[src/rtl/common_pkg.sv]
// ============================================================================
// Module : common_pkg
// Brief  : Shared LUT geometry for the log-sum-exp adder and the loader state
//          enum. CHECK only exists when LSE_LUT_CHECKSUM_EN is defined.
// Rev    : 1.0  initial release
// ============================================================================
`default_nettype none

package common_pkg;

  localparam int LUT_SIZE      = 16;
  localparam int LUT_PRECISION = 10;

`ifdef LSE_LUT_CHECKSUM_EN
  typedef enum logic [1:0] {
    ST_IDLE   = 2'd0,
    ST_LOAD   = 2'd1,
    ST_CHECK  = 2'd2,
    ST_COMMIT = 2'd3
  } lut_ld_state_e;
`else
  typedef enum logic [1:0] {
    ST_IDLE   = 2'd0,
    ST_LOAD   = 2'd1,
    ST_COMMIT = 2'd3
  } lut_ld_state_e;
`endif

endpackage

`default_nettype wire

[src/rtl/lse_lut_loader_lut_bank.sv]
// ============================================================================
// Module : lut_bank
// Brief  : One LUT register array with a single-entry write port, a bulk copy
//          port and a parallel output.
// Rev    : 1.0  initial release
// ============================================================================
`default_nettype none

module lut_bank #(
  parameter int p_depth  = 16,
  parameter int p_width  = 10,
  parameter int p_addr_w = $clog2(p_depth)
) (
  input  logic                i_clk,
  input  logic                i_rst,
  input  logic                i_we,
  input  logic [p_addr_w-1:0] i_addr,
  input  logic [p_width-1:0]  i_wdata,
  input  logic                i_bulk_we,
  input  logic [p_width-1:0]  i_bulk_data [p_depth],
  output logic [p_width-1:0]  o_data      [p_depth]
);

  logic [p_width-1:0] r_mem [p_depth];

  // A bulk copy takes priority so a commit always lands as a whole table.
  always_ff @(posedge i_clk or posedge i_rst) begin
    if (i_rst) begin
      for (int i = 0; i < p_depth; i++) r_mem[i] <= '0;
    end else if (i_bulk_we) begin
      r_mem <= i_bulk_data;
    end else if (i_we) begin
      r_mem[i_addr] <= i_wdata;
    end
  end

  assign o_data = r_mem;

endmodule

`default_nettype wire

[src/rtl/lse_lut_loader.sv]
// ============================================================================
// Module : lse_lut_loader
// Brief  : Streams LUT entries into a shadow bank and commits them atomically
//          to the active bank feeding the log-sum-exp adder.
//          Optional checksum beat: define LSE_LUT_CHECKSUM_EN.
// Rev    : 1.0  initial release
// ============================================================================
`default_nettype none

module lse_lut_loader
  import common_pkg::*;
#(
  parameter int p_lut_size      = LUT_SIZE,
  parameter int p_lut_precision = LUT_PRECISION
) (
  input  logic                          i_clk,
  input  logic                          i_rst,
  input  logic                          i_load_start,
  input  logic                          i_wr_valid,
  input  logic [p_lut_precision-1:0]    i_wr_data,
  output logic                          o_wr_ready,
  output logic [p_lut_precision-1:0]    o_lut_table [p_lut_size],
  output logic                          o_lut_valid,
  output logic                          o_busy,
  output logic                          o_load_done,
  output logic                          o_error,
  input  logic [$clog2(p_lut_size)-1:0] i_rd_addr,
  output logic [p_lut_precision-1:0]    o_rd_data
);

  localparam int                 c_idx_w    = $clog2(p_lut_size);
  localparam logic [c_idx_w-1:0] c_last_idx = c_idx_w'(p_lut_size - 1);

  lut_ld_state_e              r_state;
  logic [c_idx_w-1:0]         r_idx;
  logic                       r_commit_pend;
  logic [p_lut_precision-1:0] w_shadow_tbl [p_lut_size];
  logic                       w_beat;
  logic                       w_last;
  logic                       w_shadow_we;

`ifdef LSE_LUT_CHECKSUM_EN
  logic [p_lut_precision-1:0] r_xor;
  assign o_wr_ready = (r_state == ST_LOAD) || (r_state == ST_CHECK);
`else
  assign o_wr_ready = (r_state == ST_LOAD);
  assign o_error    = 1'b0;
`endif

  assign o_busy      = (r_state != ST_IDLE);
  assign w_beat      = i_wr_valid && o_wr_ready;
  assign w_last      = (r_idx == c_last_idx);
  // A restart in the same cycle as a beat drops the beat.
  assign w_shadow_we = (r_state == ST_LOAD) && w_beat && !i_load_start;
  assign o_rd_data   = o_lut_table[i_rd_addr];

  always_ff @(posedge i_clk or posedge i_rst) begin
    if (i_rst) begin
      r_state       <= ST_IDLE;
      r_idx         <= '0;
      r_commit_pend <= 1'b0;
      o_lut_valid   <= 1'b0;
      o_load_done   <= 1'b0;
`ifdef LSE_LUT_CHECKSUM_EN
      r_xor         <= '0;
      o_error       <= 1'b0;
`endif
    end else begin
      r_commit_pend <= 1'b0;
      o_load_done   <= r_commit_pend;
      if (r_commit_pend) o_lut_valid <= 1'b1;
      case (r_state)
        ST_IDLE: begin
          if (i_load_start) begin
            r_state <= ST_LOAD;
            r_idx   <= '0;
`ifdef LSE_LUT_CHECKSUM_EN
            r_xor   <= '0;
            o_error <= 1'b0;
`endif
          end
        end
        ST_LOAD: begin
          if (i_load_start) begin
            r_idx <= '0;
`ifdef LSE_LUT_CHECKSUM_EN
            r_xor <= '0;
`endif
          end else if (w_beat) begin
`ifdef LSE_LUT_CHECKSUM_EN
            r_xor <= r_xor ^ i_wr_data;
`endif
            if (w_last) begin
`ifdef LSE_LUT_CHECKSUM_EN
              r_state <= ST_CHECK;
`else
              r_state <= ST_COMMIT;
`endif
            end else begin
              r_idx <= r_idx + 1'b1;
            end
          end
        end
`ifdef LSE_LUT_CHECKSUM_EN
        ST_CHECK: begin
          if (i_load_start) begin
            r_state <= ST_LOAD;
            r_idx   <= '0;
            r_xor   <= '0;
          end else if (w_beat) begin
            if (i_wr_data == r_xor) begin
              r_state <= ST_COMMIT;
            end else begin
              o_error <= 1'b1;
              r_state <= ST_IDLE;
            end
          end
        end
`endif
        ST_COMMIT: begin
          // Copy is issued one edge later so the new table appears together
          // with o_load_done and o_lut_valid.
          r_commit_pend <= 1'b1;
          r_state       <= ST_IDLE;
        end
        default: r_state <= ST_IDLE;
      endcase
    end
  end

  lut_bank #(
    .p_depth (p_lut_size),
    .p_width (p_lut_precision)
  ) u_shadow (
    .i_clk       (i_clk),
    .i_rst       (i_rst),
    .i_we        (w_shadow_we),
    .i_addr      (r_idx),
    .i_wdata     (i_wr_data),
    .i_bulk_we   (1'b0),
    .i_bulk_data (o_lut_table),
    .o_data      (w_shadow_tbl)
  );

  lut_bank #(
    .p_depth (p_lut_size),
    .p_width (p_lut_precision)
  ) u_active (
    .i_clk       (i_clk),
    .i_rst       (i_rst),
    .i_we        (1'b0),
    .i_addr      ('0),
    .i_wdata     ('0),
    .i_bulk_we   (r_commit_pend),
    .i_bulk_data (w_shadow_tbl),
    .o_data      (o_lut_table)
  );

endmodule

`default_nettype wire
[config.mk]
export PLATFORM = sky130hd
export DESIGN_NAME = lse_lut_loader
export DESIGN_NICKNAME = d
export VERILOG_FILES = /design/src/rtl/common_pkg.sv /design/src/rtl/lse_lut_loader_lut_bank.sv /design/src/rtl/lse_lut_loader.sv
export SDC_FILE = /design/constraint.sdc
export NUM_CORES = 1
export LEC_CHECK = 0
export CAP_MARGIN = 15
export CORE_MARGIN = 2
export CORE_UTILIZATION = 45
export DETAILED_ROUTE_END_ITERATION = 6
export PLACE_DENSITY = 0.68
export SETUP_SLACK_MARGIN = 0.05
export SLEW_MARGIN = 5
export SYNTH_ARGS = -nofsm -noshare
export SYNTH_HDL_FRONTEND = slang
export SYNTH_SLANG_ARGS = --single-unit
[constraint.sdc]
create_clock -name i_clk -period 13.9 [get_ports i_clk]
set_clock_uncertainty 0.15 [all_clocks]
set_input_delay 1.39 -clock i_clk [delete_from_list [all_inputs] [get_ports i_clk]]
set_output_delay 1.39 -clock i_clk [all_outputs]
set_load 0.05 [all_outputs]
==> summary.txt <==
Cells and area
  • Final instance area: 17100 µm²
  • Fraction of layout instances using a drive strength above 1: 42.4%
  • Final Non-Filler Cells: 1428
  • Number of antenna diodes: 0
  • Area grow syn2layout: 24.2%
  • Commonest non-fill, non-tap cell in the layout: dfrtp_1
  • Final nets: 1039
  • Final Util: 57.1%
  • Commonest non-fill, non-tap cells in the layout: dfrtp_1 (328), mux2_2 (300), clkdlybuf4s50_1 (189)
  • # fillers: 2388

Route
  • First-pass iteration count of the detailed router: 6
  • Vias: 7903
  • Routed wire per std cell: 24.2 µm
  • Vias per cell: 5.53
  • First DRT Iteration DRCs: 479
  • Routed WL: 34.6 mm
  • Antenna viol nets, final: 0
  • DRC errors left: 0

Die
  • Starting density of the core: 46.0%
  • Die Ht: 179 µm
  • Row count: 63
  • Die X: 179 µm
  • Top Ports: 193
  • Die area: 32000 µm²
  • Core ar.: 29900 µm²

Timing
  • Tcrit/Tclk final: 41.3%
  • Max-slew violation count: 0
  • Maximum clock frequency: 0.174 GHz
  • RSZ-0062 raised after global routing: no
  • Final hold slack: 0.315 ns
  • Setup total negative slack: 0 ns
  • Endpoints failing setup: 0
  • Final hold viol count: 0
  • Final min period: 5.74 ns
  • Worst-margin pin slew: 1.17 ns
  • Rel. slew slack: 21.8%

Synth
  • Mapped Nets: 853
  • Seq cells post-synth: 329
  • Count of different cell masters after synthesis: 37
  • Seq/Total Area, Yosys: 59.9%
  • Synth top area cells: dfrtp_1 (60%), mux2_2 (25%), mux4_2 (6.6%), mux2_4 (2.1%), a22oi_1 (1.1%)
  • Post-synth top area cell: dfrtp_1
  • Mapped Cells: 831
  • Mapped Area: 13700 µm²
  • Yosys top cell area share: 59.9%
  • Ys Warns: 0
  • Mean Syn Cell Area: 16.5 µm²

Power
  • P_sw: 0.428 mW
  • P per Cell Area: 118 nW/µm²
  • VDD IR max: 0.0900 mV
  • Internal Power: 1.58 mW
  • Sw frac: 21.3%
  • Power share of the combinational group: 4.7%
  • Seq pwr share: 50.4%
  • Clock network power share: 44.9%
  • Leakage: 8.17 nW

Global route
  • Antenna violations before repair: 1
  • Grt ovf: 0
  • Largest net degree at the start of global routing: 95
  • Vias in the first global route: 8263
  • All-layer global routing usage: 22.2%
  • First-pass GRT wire length: 52.5 mm

Placement
  • Dpl hpwl: 22.8 mm
  • Placed cells: 1369
  • Routability cong.: 0.790
  • Port bufs: 191
  • Placed cell areas: 15900 µm²

Critical path
  • R2r endpoint: u_active.o_data[85]
  • Worst Setup End Kind: output pin
  • Crit path required time: 12.36 ns
  • Worst EP arrival: 4.20 ns
  • CP endpoint: o_rd_data[5]
  • CP Class: input port to output pin
  • Worst Reg-to-Reg Cells: 2
  • CP max FO: 10
  • Critical Path Start Type: input port
  • Reg-to-reg slack, setup: 11.47 ns
  • CP Launch Point: i_rd_addr[3]
  • RR Startpoint: r_commit_pend

Clock tree
  • Root Driver: clkbuf_16
  • Clock Tree Buf Depth: 3
  • Post-CTS Resized: 0
  • H-tree Lvls: 2
  • CTS sink cnt: 329
  • Post-CTS Setup Inserts: 0
  • CTS Buf Count: 35
  • Worst-Skew Late Latency: 0.51 ns
  • Worst-path clk slew: 0.06 ns
  • Hold_buf cts: 0
  • CTS tree: yes

Run status
  • Status: complete, no violations

Min path
  • HP Class: flop to flop

Run
  • Max-Cap Viols: 0
-- worst min path at each step --
| stage | startpoint | endpoint | depth (start not counted) |
|---|---|---|---|
| 2_1_floorplan | r_commit_pend | o_load_done | 0 |
| 4_1_cts | o_lut_valid | o_lut_valid | 1 |
| 3_5_place_dp | o_lut_valid | o_lut_valid | 1 |
| 3_3_place_gp | o_lut_valid | o_lut_valid | 1 |
| 5_1_grt | o_lut_valid | o_lut_valid | 1 |
| 6_report | o_lut_valid | o_lut_valid | 1 |
-- final cells by class --
type                            instances  area, µm²  share of cell area, %
Sequential cell                       329       8240                   48.3
Multi-Input combinational cell        447       5230                   30.6
Tap cell                              390        488                   2.86
Inverter                                5       26.3                  0.154
Clock buffer                           56       1110                   6.49
Clock inverter                          2       13.8                 0.0806
Timing Repair Buffer                  199       1970                   11.5
-- stage by stage --
step	total power, mW	worst slack (ns)
after CTS	2.03	8.18
final	2.01	8.16
after global placement	1.12	8.18
after floorplan	1.10	3.25
after detailed placement	1.12	8.19
after global routing	2.08	8.13
-- cells by family (layout without fill, tap and decap cells) --
family / count (synthesis) / count (layout) / share of synthesized area [%]
mux: 361 / 361 / 33.4
flops: 329 / 329 / 59.9
simple gates: 57 / 57 / 3.00
buf+inv: 55 / 262 / 2.04
compound gates: 22 / 22 / 1.17
fa+ha+maj: 4 / 4 / 0.364
xor+xnor: 2 / 2 / 0.127
other cells: 1 / 1 / 0.0273
-- power groups by stage --
stage | clock network (mW) | registers (mW) | logic (mW)
after floorplan | 0 | 1.02 | 0.0728
after global placement | 0 | 1.03 | 0.0942
after detailed placement | 0 | 1.03 | 0.0969
after CTS | 0.923 | 1.01 | 0.0972
after global routing | 0.958 | 1.01 | 0.105
final | 0.902 | 1.01 | 0.0947
-- cell usage after synthesis (all sizes together) --
master,n
dfrtp,329
mux2,320
mux4,40
buf,26
clkbuf,24
nand2,22
a22oi,20
nand3,6
nor2,6
and2,5
inv,5
nor2b,5
ha,4
nand2b,3
and2b,2
nand4,2
o21ai,2
or2,2
xor2,2
and3,1
and4bb,1
conb,1
mux2i,1
nand4b,1
nand4bb,1
-- per-layer routing --
| metal | vias up | global-route usage [%] | wire length, µm |
|---|---|---|---|
| met5 | - | 0 | 8 |
| met4 | 2 | 4.47 | 464 |
| met3 | 41 | 3.60 | 1410 |
| met2 | 184 | 35.9 | 16900 |
| met1 | 4266 | 31.9 | 15800 |
| li1 | 3410 | - | - |
-- flip-flops by register name (all words and copies together), names as in the netlist --
signal	cells
r_commit_pend	1
o_load_done	1
r_state	2
o_lut_valid	1
u_shadow.o_data	160
r_idx	4
u_active.o_data	160
-- critical path: stages --
cell and delay, ns:
clkdlybuf4s50_1 0.50, nor2b_1 0.93, a22oi_1 0.34, nand2_1 0.21, clkdlybuf4s50_1 0.83
No activity file was read; power rests on OpenSTA's default activity.
